## config.mk

```make
export PLATFORM = sky130hd
export DESIGN_NAME = peak_finder
export DESIGN_NICKNAME = d
export VERILOG_FILES = /design/src/rtl/peak_finder.sv
export SDC_FILE = /design/constraint.sdc
export NUM_CORES = 1
export LEC_CHECK = 0
export CORE_MARGIN = 1
export CORE_UTILIZATION = 46
export DETAILED_ROUTE_END_ITERATION = 6
export PLACE_DENSITY_LB_ADDON = 0.1
export REMOVE_ABC_BUFFERS = 1
export SETUP_SLACK_MARGIN = 0.05
export SYNTH_ARGS = -nofsm -noshare
export SYNTH_HDL_FRONTEND = slang
export SYNTH_SLANG_ARGS = --single-unit
```

## constraint.sdc

```tcl
create_clock -name clk -period 5.45 [get_ports clk]
set_input_delay 0.545 -clock clk [delete_from_list [all_inputs] [get_ports clk]]
set_output_delay 0.545 -clock clk [all_outputs]
set_load 0.05 [all_outputs]
```

## src/rtl/peak_finder.sv

```systemverilog
// Pulse peak detector for a signed filter stream. It tracks the maximum and its
// timestamp above threshold, applies a holdoff, and holds results in a one-deep register.
module peak_finder #(
  parameter int SIZE_FILTER_DATA = 16,
  parameter int SIZE_TIME        = 16,
  parameter int HOLDOFF          = 4
) (
  input  logic                        clk,
  input  logic                        reset,
  input  logic [SIZE_FILTER_DATA-1:0] input_data,
  input  logic [SIZE_FILTER_DATA-1:0] threshold,
  input  logic                        peak_ready,
  output logic                        peak_valid,
  output logic [SIZE_FILTER_DATA-1:0] peak_amp,
  output logic [SIZE_TIME-1:0]        peak_time,
  output logic [7:0]                  peak_width,
  output logic [7:0]                  lost_count
);

  typedef enum logic [1:0] {IDLE, ARMED, HOLD} state_t;

  state_t                      state_q, state_d;
  logic [SIZE_TIME-1:0]        ts_q, ts_d;
  logic [7:0]                  hold_q, hold_d;
  logic [SIZE_FILTER_DATA-1:0] max_q, max_d;
  logic [SIZE_TIME-1:0]        max_time_q, max_time_d;
  logic [7:0]                  width_q, width_d;
  logic                        valid_q, valid_d;
  logic [SIZE_FILTER_DATA-1:0] amp_q, amp_d;
  logic [SIZE_TIME-1:0]        time_q, time_d;
  logic [7:0]                  pwidth_q, pwidth_d;
  logic [7:0]                  lost_q, lost_d;
  logic                        above;
  logic                        emit;

  assign above = $signed(input_data) > $signed(threshold);

  always_comb begin
    state_d    = state_q;
    ts_d       = ts_q + 1'b1;
    hold_d     = hold_q;
    max_d      = max_q;
    max_time_d = max_time_q;
    width_d    = width_q;
    emit       = 1'b0;

    case (state_q)
      IDLE: begin
        if (above) begin
          state_d    = ARMED;
          max_d      = input_data;
          max_time_d = ts_q;
          width_d    = 8'd1;
        end
      end
      ARMED: begin
        if (above) begin
          if (width_q != 8'hFF) width_d = width_q + 8'd1;
          // Strict compare: a plateau keeps the timestamp of its first sample.
          if ($signed(input_data) > $signed(max_q)) begin
            max_d      = input_data;
            max_time_d = ts_q;
          end
        end else begin
          emit    = 1'b1;
          state_d = HOLD;
          hold_d  = 8'(HOLDOFF);
        end
      end
      HOLD: begin
        hold_d = hold_q - 8'd1;
        if (hold_q <= 8'd1) state_d = IDLE;
      end
      default: state_d = IDLE;
    endcase
  end

  always_comb begin
    valid_d  = valid_q;
    amp_d    = amp_q;
    time_d   = time_q;
    pwidth_d = pwidth_q;
    lost_d   = lost_q;

    if (emit) begin
      if (!valid_q || peak_ready) begin
        valid_d  = 1'b1;
        amp_d    = max_q;
        time_d   = max_time_q;
        pwidth_d = width_q;
      end else if (lost_q != 8'hFF) begin
        lost_d = lost_q + 8'd1;
      end
    end else if (valid_q && peak_ready) begin
      valid_d = 1'b0;
    end
  end

  always_ff @(posedge clk) begin
    if (reset) begin
      state_q    <= IDLE;
      ts_q       <= '0;
      hold_q     <= '0;
      max_q      <= '0;
      max_time_q <= '0;
      width_q    <= '0;
      valid_q    <= 1'b0;
      amp_q      <= '0;
      time_q     <= '0;
      pwidth_q   <= '0;
      lost_q     <= '0;
    end else begin
      state_q    <= state_d;
      ts_q       <= ts_d;
      hold_q     <= hold_d;
      max_q      <= max_d;
      max_time_q <= max_time_d;
      width_q    <= width_d;
      valid_q    <= valid_d;
      amp_q      <= amp_d;
      time_q     <= time_d;
      pwidth_q   <= pwidth_d;
      lost_q     <= lost_d;
    end
  end

  assign peak_valid = valid_q;
  assign peak_amp   = amp_q;
  assign peak_time  = time_q;
  assign peak_width = pwidth_q;
  assign lost_count = lost_q;

endmodule

```

* Word-level counts from Yosys, hierarchy flattened
Index checks and enable logic that the tools add are counted.
Widths: inputs -> output; s select.
** Operators by class
- Bitwise operators :: 1
- Multiplexer cells :: 23
- $add $sub $neg :: 4
- Eq/ne operators :: 11
- Magnitude comparators :: 3
- Reductions and logical operators :: 14
** Operators by type and width (count)
- $mux 16 :: 6
- $pmux 16 s2 :: 2
- $gt 16x16->1 :: 2
- $mux 8 :: 4
- $pmux 8 s2 :: 2
- $add 16x1->16 const B :: 1
- $add 8x1->8 const B :: 2
- $ne 8x8->1 const B :: 2
- $ne 2x2->1 const B :: 6
- $le 8x1->1 const B :: 1
- $reduce_and 4->1 :: 2
- $sub 8x1->8 const B :: 1
- $mux 2 :: 3
- $pmux 2 s3 :: 1
- $reduce_and 2->1 :: 3
- $reduce_and 3->1 :: 2
- $reduce_bool 2->1 :: 3
- $mux 1 :: 5
- $eq 2x1->1 const B :: 1
- $eq 2x2->1 const B :: 1
- $logic_not 2->1 :: 1
- $ne 2x1->1 const B :: 1
- $logic_and 1x1->1 :: 1
- $logic_not 1->1 :: 1
- 2 further kinds :: 2
** Word-level totals
- Register bits :: 115
- Input bits :: 35
- Word-level logic and storage cells :: 67

* Longest topological paths before layout
Gate-level depths: netlist of run 1.
- Depth in word-level cells :: 5
- Depth in mapped cells :: 10
- Gate-level depth less buffers :: 9

* Worst setup path after synthesis of run 1
No wires, ideal clock.
- Path type :: input to register
- From :: input threshold[6]
- To :: register max_q[0]
- Data arrival time :: 2.584 ns
- Buffers on the path :: 1
- Required time :: 5.378 ns
- Setup time :: 0.072 ns
- Path slack :: 2.795 ns
- Cell stages on the path :: 10
- Cell sequence :: inv_1 -> ha_1 -> a21oi_2 -> a21oi_1 -> o31a_1 -> o31ai_4 -> nand3_4 -> a211oi_4 -> buf_8 -> mux2i_1
** On the way
- Longest elaborated chain between the ends :: 3
- Elaborated cells between the ends (all ways) :: 4
- Classes of those cells :: order compare (1); eq/ne (2); reduce/logical (1)
** Ends and longest elaborated chain
- from (decl) :: line 11 : input logic [SIZE_FILTER_DATA-1:0] threshold,
- $gt 16x16->1 * :: line 36 : assign above = $signed(input_data) > $signed(threshold);
- $ne 2x2->1 (no source line)
- $reduce_and 4->1 (no source line) *
- to (signal assigned) :: line 116 : max_q <= max_d;
- to (decl) :: line 25 : logic [SIZE_FILTER_DATA-1:0] max_q, max_d;
Every way passes the cells marked *; elsewhere a longest branch is shown, timed or not.
A chain may end at the register's enable or synchronous reset.

* Final worst setup path of run 1
- From :: input input_data[15]
- To :: register amp_q[13] (netlist: peak_amp[13])
** On the way
- Longest elaborated chain between the ends :: 4
** Ends and longest elaborated chain
- from (decl) :: line 10 : input logic [SIZE_FILTER_DATA-1:0] input_data,
- $gt 16x16->1 :: line 36
- $mux 1 :: line 57 : if (above) begin
- $mux 1 :: line 47 : case (state_q)
- $reduce_and 2->1 (no source line)
- to (signal assigned) :: line 120 : amp_q <= amp_d;
- to (decl) :: line 29 : logic [SIZE_FILTER_DATA-1:0] amp_q, amp_d;
Every way passes these cells.

==> summary.txt, run 1 <==
Logic synthesis
  • Post-synthesis simple-gate area fraction: a little under a quarter
  • Yosys synthesis warning count: 0
  • Post-Synth Adder-Cell Area: 7.866%
  • Asr flop ratio synth: 0%
  • Synth Area in XOR/XNOR: 3.274%
  • Main flop type after synthesis: dfxtp_1
  • FF+latch count, synth: 115
  • Largest family of logic cells by synthesized area: simple AND/OR/NAND/NOR gates
  • Sequential share of the synthesized area: 39.12%
  • Synth Area per Inst: between 9 and 10 um2
  • Post-Syn Area: ~5900 um2
  • Compound-gate portion of the synthesized area: 8.270%
  • Post-synth EDFFs: 0
  • Cells after Synth: roughly 640
  • Mux cell area share after synthesis: between 10% and 20%
  • Post-synth cell types: 57

Worst hold path
  • Worst hold path type: reg2reg
  • Hold wc startpoint: ts_q[0]
  • Hold path endpoint: ts_q[0]
  • Hold depth: 1

GRT
  • Remaining global-route overflow: 0
  • Vias in the first global route: roughly 4,400
  • Total GRT Usage: between 10% and 20%
  • Met2 usage: 31.81%
  • Antenna violations before repair: 0
  • GRT busiest layer: met2
  • Global Route met3 Usage: under 10%
  • First-pass GRT wire length: approximately 21,000 um
  • Met1 usage: between 20 and 25%
  • Largest net degree at the start of global routing: 94

STA
  • Max Fclk: about 320 MHz
  • Final Hold Vio Count: 0
  • RSZ-0062 raised after global routing: no
  • Worst slew pin tran: 0.8248 ns
  • Final Max Slew Viols: 0
  • Minimum clock period: roughly 3.1 ns
  • Final setup TNS: 0 ns
  • Final-report setup violation count: 0
  • Period Utilization, post-route: 57.63%
  • Clock Skews: about 0.0070 ns
  • Relative slew margins: 45.01%

Worst setup path
  • CP Launch Type: primary input
  • Worst r2r src: max_q[15]
  • Reg2reg path depth: 10
  • CP arrival: approximately 3.4 ns
  • Max FO, Critical Path: 24
  • Critical Path End Type: flop
  • Required time of the critical path: roughly 5.7 ns
  • Setup CP Type: in2reg
  • Reg-to-reg setup timing slack: roughly 2.7 ns
  • RR Endpoint: max_q[9]

Power and ir drop
  • Int Power: 0.001856 W
  • Lkg Pwr: a little under 3 nW
  • Pwr/cell area: around 330 nW/um2
  • Switching share of power: between 20% and 30%
  • Flop pwr share: a little under two fifths
  • Total chip power: ~0.0025 W
  • Power share of the combinational group: 14.3%
  • Sw power: around 0.0006 W
  • Peak VDD IR: ~280 uV
  • Clock Power Share: 49.0%

Outcome
  • Status: finished clean

Floorplanning
  • Die span in y: between 100 and 150 um
  • Die X-Extent: about 120 um
  • Core area: roughly 12,000 um2
  • Initial Util: 48.00%
  • I/O pin count: 84
  • Rows: 40
  • Die area: around 13,000 um2

CTS
  • CTS root buf: clkbuf_16
  • Max clock buf depth: 2
  • Hold_buf cts: 0
  • Setup bufs post-CTS: 0
  • H-tree levels: 4
  • TritonCTS buffer count: 17
  • Clk slew on worst S/H paths: about 0.05 ns
  • TritonCTS clock tree: yes
  • Clock sink total: between 100 and 150
  • Skew-Pair Late Insertion Delay: between 0.4 and 0.5 ns
  • Post-CTS resize count: 0

Routing
  • Vias: around 4,500
  • Antenna viol nets, final: 0
  • Final wirelength: 12,230 um
  • DR pass1 iterations: 4
  • Wire per inst: about 14 um
  • DRT iter0 DRCs: 215
  • Vias per cell: about 5
  • # DRC: 0

Place
  • Placer Congestion: between 0.8 and 0.9
  • DP HPWL: approximately 8500 um
  • IO Port Bufs: 83

Final layout
  • Area delta synth->final: 25.64%
  • Antenna diodes: 0
  • Share of cells above drive strength 1: ~8%
  • Post-layout net count: around 800

Run
  • Maxcap violations: 0
-- kinds of logic after synthesis --
kind of cell | after synthesis
AOI/OAI and AO/OA | 68
and+or+nand+nor | 248
adders and majority gates | 37
DFF | 115
buffers and inverters | 72
xor gates and xnor gates | 22
muxes | 74
-- power groups by stage --
stage / clock, W / sequential [W] / combinational [W]
floorplan: 0 / 0.000933 / 0.000229
global placement: 0 / 0.000919 / 0.000345
detailed placement: 0 / 0.000921 / 0.000352
CTS: 0.00122 / 0.000904 / 0.000354
global route: 0.00127 / 0.000908 / 0.000389
finish: 0.00120 / 0.000903 / 0.000351
-- synth_stat cells (2+ instances only) --
cell / n / share of area, %
xor2_1: 13 / 1.9
and2_1: 3 / 0.32
a311oi_1: 4 / 0.60
clkbuf_1: 17 / 1.1
nand4_1: 6 / 0.64
inv_1: 42 / 2.7
clkbuf_8: 3 / 0.70
buf_8: 3 / 0.77
a21o_1: 3 / 0.38
nand4_2: 2 / 0.43
a21oi_2: 2 / 0.30
o32ai_1: 3 / 0.45
or3_1: 3 / 0.32
and3_1: 9 / 0.96
o21ai_0: 9 / 0.77
buf_2: 2 / 0.17
a31o_2: 2 / 0.30
or4_1: 2 / 0.26
nand2_1: 25 / 1.6
nand2b_1: 70 / 7.4
dfxtp_1: 115 / 39
nor2b_1: 5 / 0.53
nor4_1: 4 / 0.43
nor3_1: 6 / 0.51
nor2_1: 81 / 5.2
a211oi_1: 5 / 0.64
a31oi_1: 3 / 0.32
xnor2_1: 9 / 1.3
nor4_4: 2 / 0.72
buf_6: 4 / 0.77
nand3_1: 21 / 1.8
mux2i_1: 74 / 13
a21oi_1: 23 / 2.0
ha_1: 37 / 7.9
or2_2: 2 / 0.21
-- stage by stage --
step | instances | instance area (um2) | worst slack [ns] | util [%] | hold slack, ns
floorplan | 606 | 5670 | 1.386 | - | 0.4260
global route | 894 | 7395 | 2.148 | 60.31 | 0.4882
CTS | 894 | 7395 | 2.327 | 60.31 | 0.4746
detailed placement | 862 | 6746 | 1.930 | 55.02 | 0.4527
finish | 894 | 7395 | 2.309 | 60.31 | 0.4707
global placement | 862 | 6746 | 1.983 | 55.02 | 0.4447
-- area by class of cell --
type | count | area, um2
tap | 168 | 210.2
clock inverter | 8 | 146.4
inverter | 42 | 157.7
clock buffer | 24 | 501.7
multi-input combinational | 449 | 3211
sequential | 115 | 2302
timing repair buffer | 88 | 865.8
fill | 1078 | 4867
-- worst max path at each step --
stage                   start       endpoint  slack [ns]  depth (start not counted)
2_1_floorplan   threshold[15]    peak_amp[0]        1.39                          9
5_1_grt        input_data[15]   peak_amp[13]        2.15                         10
3_3_place_gp   input_data[15]  peak_time[14]        1.98                         10
4_1_cts        input_data[15]   peak_amp[13]        2.33                         10
3_5_place_dp   input_data[15]  peak_time[11]        1.93                         10
6_report       input_data[15]   peak_amp[13]        2.31                         10
-- cell usage in the layout (no fill, tap or decap), types with 6 or more instances in the layout --
master,count
o21ai_0,9
buf_4,6
clkbuf_16,17
nand2_1,25
dfxtp_1,115
nand2b_1,70
nor2_1,81
nand3_1,21
and3_1,9
mux2i_1,74
xor2_1,13
nand4_1,6
ha_1,37
inv_1,42
clkdlybuf4s50_1,82
nor3_1,6
xnor2_1,9
a21oi_1,23
-- routing by layer --
metal / routed length, um / part of all wire (%) / vias up
met5: 0 / 0 / -
met4: 151 / 1.2 / 0
met3: 510 / 4.2 / 13
met2: 5732 / 47 / 66
met1: 5834 / 48 / 2097
li1: - / - / 2309
-- sequential cells by signal, summed over array words and instances (netlist names) --
signal      count
peak_width      8
max_q          16
state_q         2
width_q         8
peak_valid      1
lost_count      8
max_time_q     16
peak_time      16
hold_q          8
ts_q           16
peak_amp       16
-- critical path: stages --
cell             delay (ns)
clkdlybuf4s50_1        0.49
ha_1                   0.37
nand4_2                0.17
nor4_4                 0.40
a21bo_2                0.24
a31oi_2                0.09
nor4_4                 0.31
buf_4                  0.46
mux2i_1                0.25
nor2_1                 0.06
No activity file was read; power rests on OpenSTA's default activity.
==> run 2, diff against run 1 <==
==> constraint.sdc (replaced) <==
create_clock -name clk -period 2.7 [get_ports clk]
set_input_delay 0.27 -clock clk [delete_from_list [all_inputs] [get_ports clk]]
set_output_delay 0.27 -clock clk [all_outputs]
set_load 0.05 [all_outputs]
==> summary.txt, run 2 (same netlist as run 1, synthesis figures left out) <==
Floorplanning
  • Rows: 40
  • I/O pin count: 84
  • Die area: approximately 13,000 um2
  • Die span in y: ~120 um
  • Initial Util: 48.00%
  • Core area: between 10,000 and 15,000 um2
  • Die X-Extent: ~120 um

Routing
  • Vias per cell: 5.031
  • Wire per inst: roughly 15 um
  • Vias: between 4,000 and 5,000
  • Final wirelength: about 14,000 um
  • DR pass1 iterations: 4
  • DRT iter0 DRCs: between 200 and 250
  • Antenna viol nets, final: 0
  • # DRC: 0

Run
  • Maxcap violations: 0

GRT
  • Largest net degree at the start of global routing: 75
  • Remaining global-route overflow: 0
  • First-pass GRT wire length: about 21,000 um
  • Total GRT Usage: about a fifth
  • Vias in the first global route: roughly 4,600
  • Antenna violations before repair: 1

CTS
  • Clock sink total: 115
  • Max clock buf depth: 2
  • H-tree levels: 4
  • CTS root buf: clkbuf_16
  • TritonCTS clock tree: yes
  • TritonCTS buffer count: 17
  • Skew-Pair Late Insertion Delay: approximately 0.42 ns
  • Clk slew on worst S/H paths: 0.05 ns

Place
  • DP HPWL: between 9000 and 10,000 um
  • IO Port Bufs: between 80 and 90
  • Pre-CTS WS: -0.5180 ns
  • Placer Congestion: just over 0.8
  • Placed cell count: about 900

Final layout
  • Commonest non-fill, non-tap cell in the layout: dfxtp_1
  • Most frequent cells in the layout: 115 x dfxtp_1, 80 x nor2_1, 73 x mux2i_1
  • Share of cells above drive strength 1: between 15 and 20%
  • Final core occ: approximately two thirds
  • Area delta synth->final: 37.86%
  • Post-layout net count: around 840
  • Finished Layout Cells: 946

STA
  • RSZ-0062 raised after global routing: yes
  • Min Hold Slack: between 0.1 and 0.15 ns
  • Clock Skews: around 0.013 ns
  • Max Fclk: 386.2 MHz
  • Relative slew margins: around three fifths
  • Final Hold Vio Count: 0
  • Worst setup margin: roughly 0.11 ns
  • Worst slew pin tran: about 0.58 ns
  • Final-report setup violation count: 0
  • Minimum clock period: roughly 2.6 ns
  • Final Max Slew Viols: 0
  • Period Utilization, post-route: between 90 and 100%

Worst hold path
  • Worst hold path type: in2reg

Worst setup path
  • Setup CP Type: in2reg
  • Required time of the critical path: roughly 3.0 ns
  • CP arrival: between 2 and 3 ns
  • CP Launch Type: primary input
  • Max FO, Critical Path: 7
  • Critical Path End Type: flop

Power and ir drop
  • Peak VDD IR: 483.2 uV
  • Lkg Pwr: ~3.3 nW
  • Total chip power: around 0.0049 W
  • Pwr/cell area: just over 600 nW/um2

Outcome
  • Status: finished clean
==> run 2: cell types whose count changed in the layout (fill, tap and decap cells not counted), sizes merged, moves of 3 or more <==
cell,change
buf,+48
dlymetal6s2s,+11
bufinv,-3
clkdlybuf4s50,-11
clkbuf,+7
==> run 2: metrics by stage <==
| step | setup TNS, ns | cell area, um2 |
|---|---|---|
| floorplan | -57.91 | 5670 |
| global placement | -26.74 | 7129 |
| detailed placement | -31.26 | 7129 |
| CTS | 0 | 7775 |
| global route | -0.02587 | 8114 |
| finish | 0 | 8114 |
==> run 2: final timing paths <==
path / end / cells past startpoint / startpoint / slack, ns
setup / recovery: max_q[4] / 15 / threshold[14] / 0.11
hold / removal: peak_time[10] / 2 / reset / 0.11
setup reg to reg: max_q[4] / 11 / max_q[14] / 0.20
hold reg to reg: ts_q[0] / 1 / ts_q[0] / 0.47
==> run 2: where the power goes <==
group | total, W | internal, W | switching (W)
clock | 0.00209 | 0.00135 | 0.000744
sequential | 0.00183 | 0.00177 | 0.0000604
combinational | 0.000996 | 0.000516 | 0.000480
total | 0.00492 | 0.00363 | 0.00128
==> run 2: cell type report <==
| cell class | count | area, um2 |
|---|---|---|
| clock inverter | 4 | 48.80 |
| antenna | 1 | 2.502 |
| timing repair buffer | 141 | 1489 |
| inverter | 42 | 157.7 |
| clock buffer | 26 | 499.2 |
| fill | 1018 | 4148 |
| sequential | 115 | 2302 |
| multi-input combinational | 449 | 3405 |
| tap | 168 | 210.2 |
==> run 2: repair_timing <==
action,CTS,global route
buffers inserted,4,2
cloned,1,5
pin swaps,3,12
gates resized for setup,5,41
endpoints found under the setup margin,64,84
hold buffers,0,0
==> run 2: critical path: stages <==
cell and delay [ns]:
clkdlybuf4s50_1 0.46, inv_1 0.07, ha_4 0.28, nand4_4 0.12
buf_4 0.17, nor2_2 0.13, buf_4 0.12, o31ai_2 0.09
buf_4 0.15, nand4_4 0.12, nand3_4 0.10, a211oi_4 0.31
buf_6 0.17, buf_12 0.14, mux2i_1 0.20
==> run 2: per-layer routing <==
layer	vias up	routed length (um)	global-route usage [%]
met5	-	0	0
met4	0	239	8.225
met3	21	570	6.168
met2	93	6846	35.82
met1	2212	6204	25.07
li1	2433	-	-
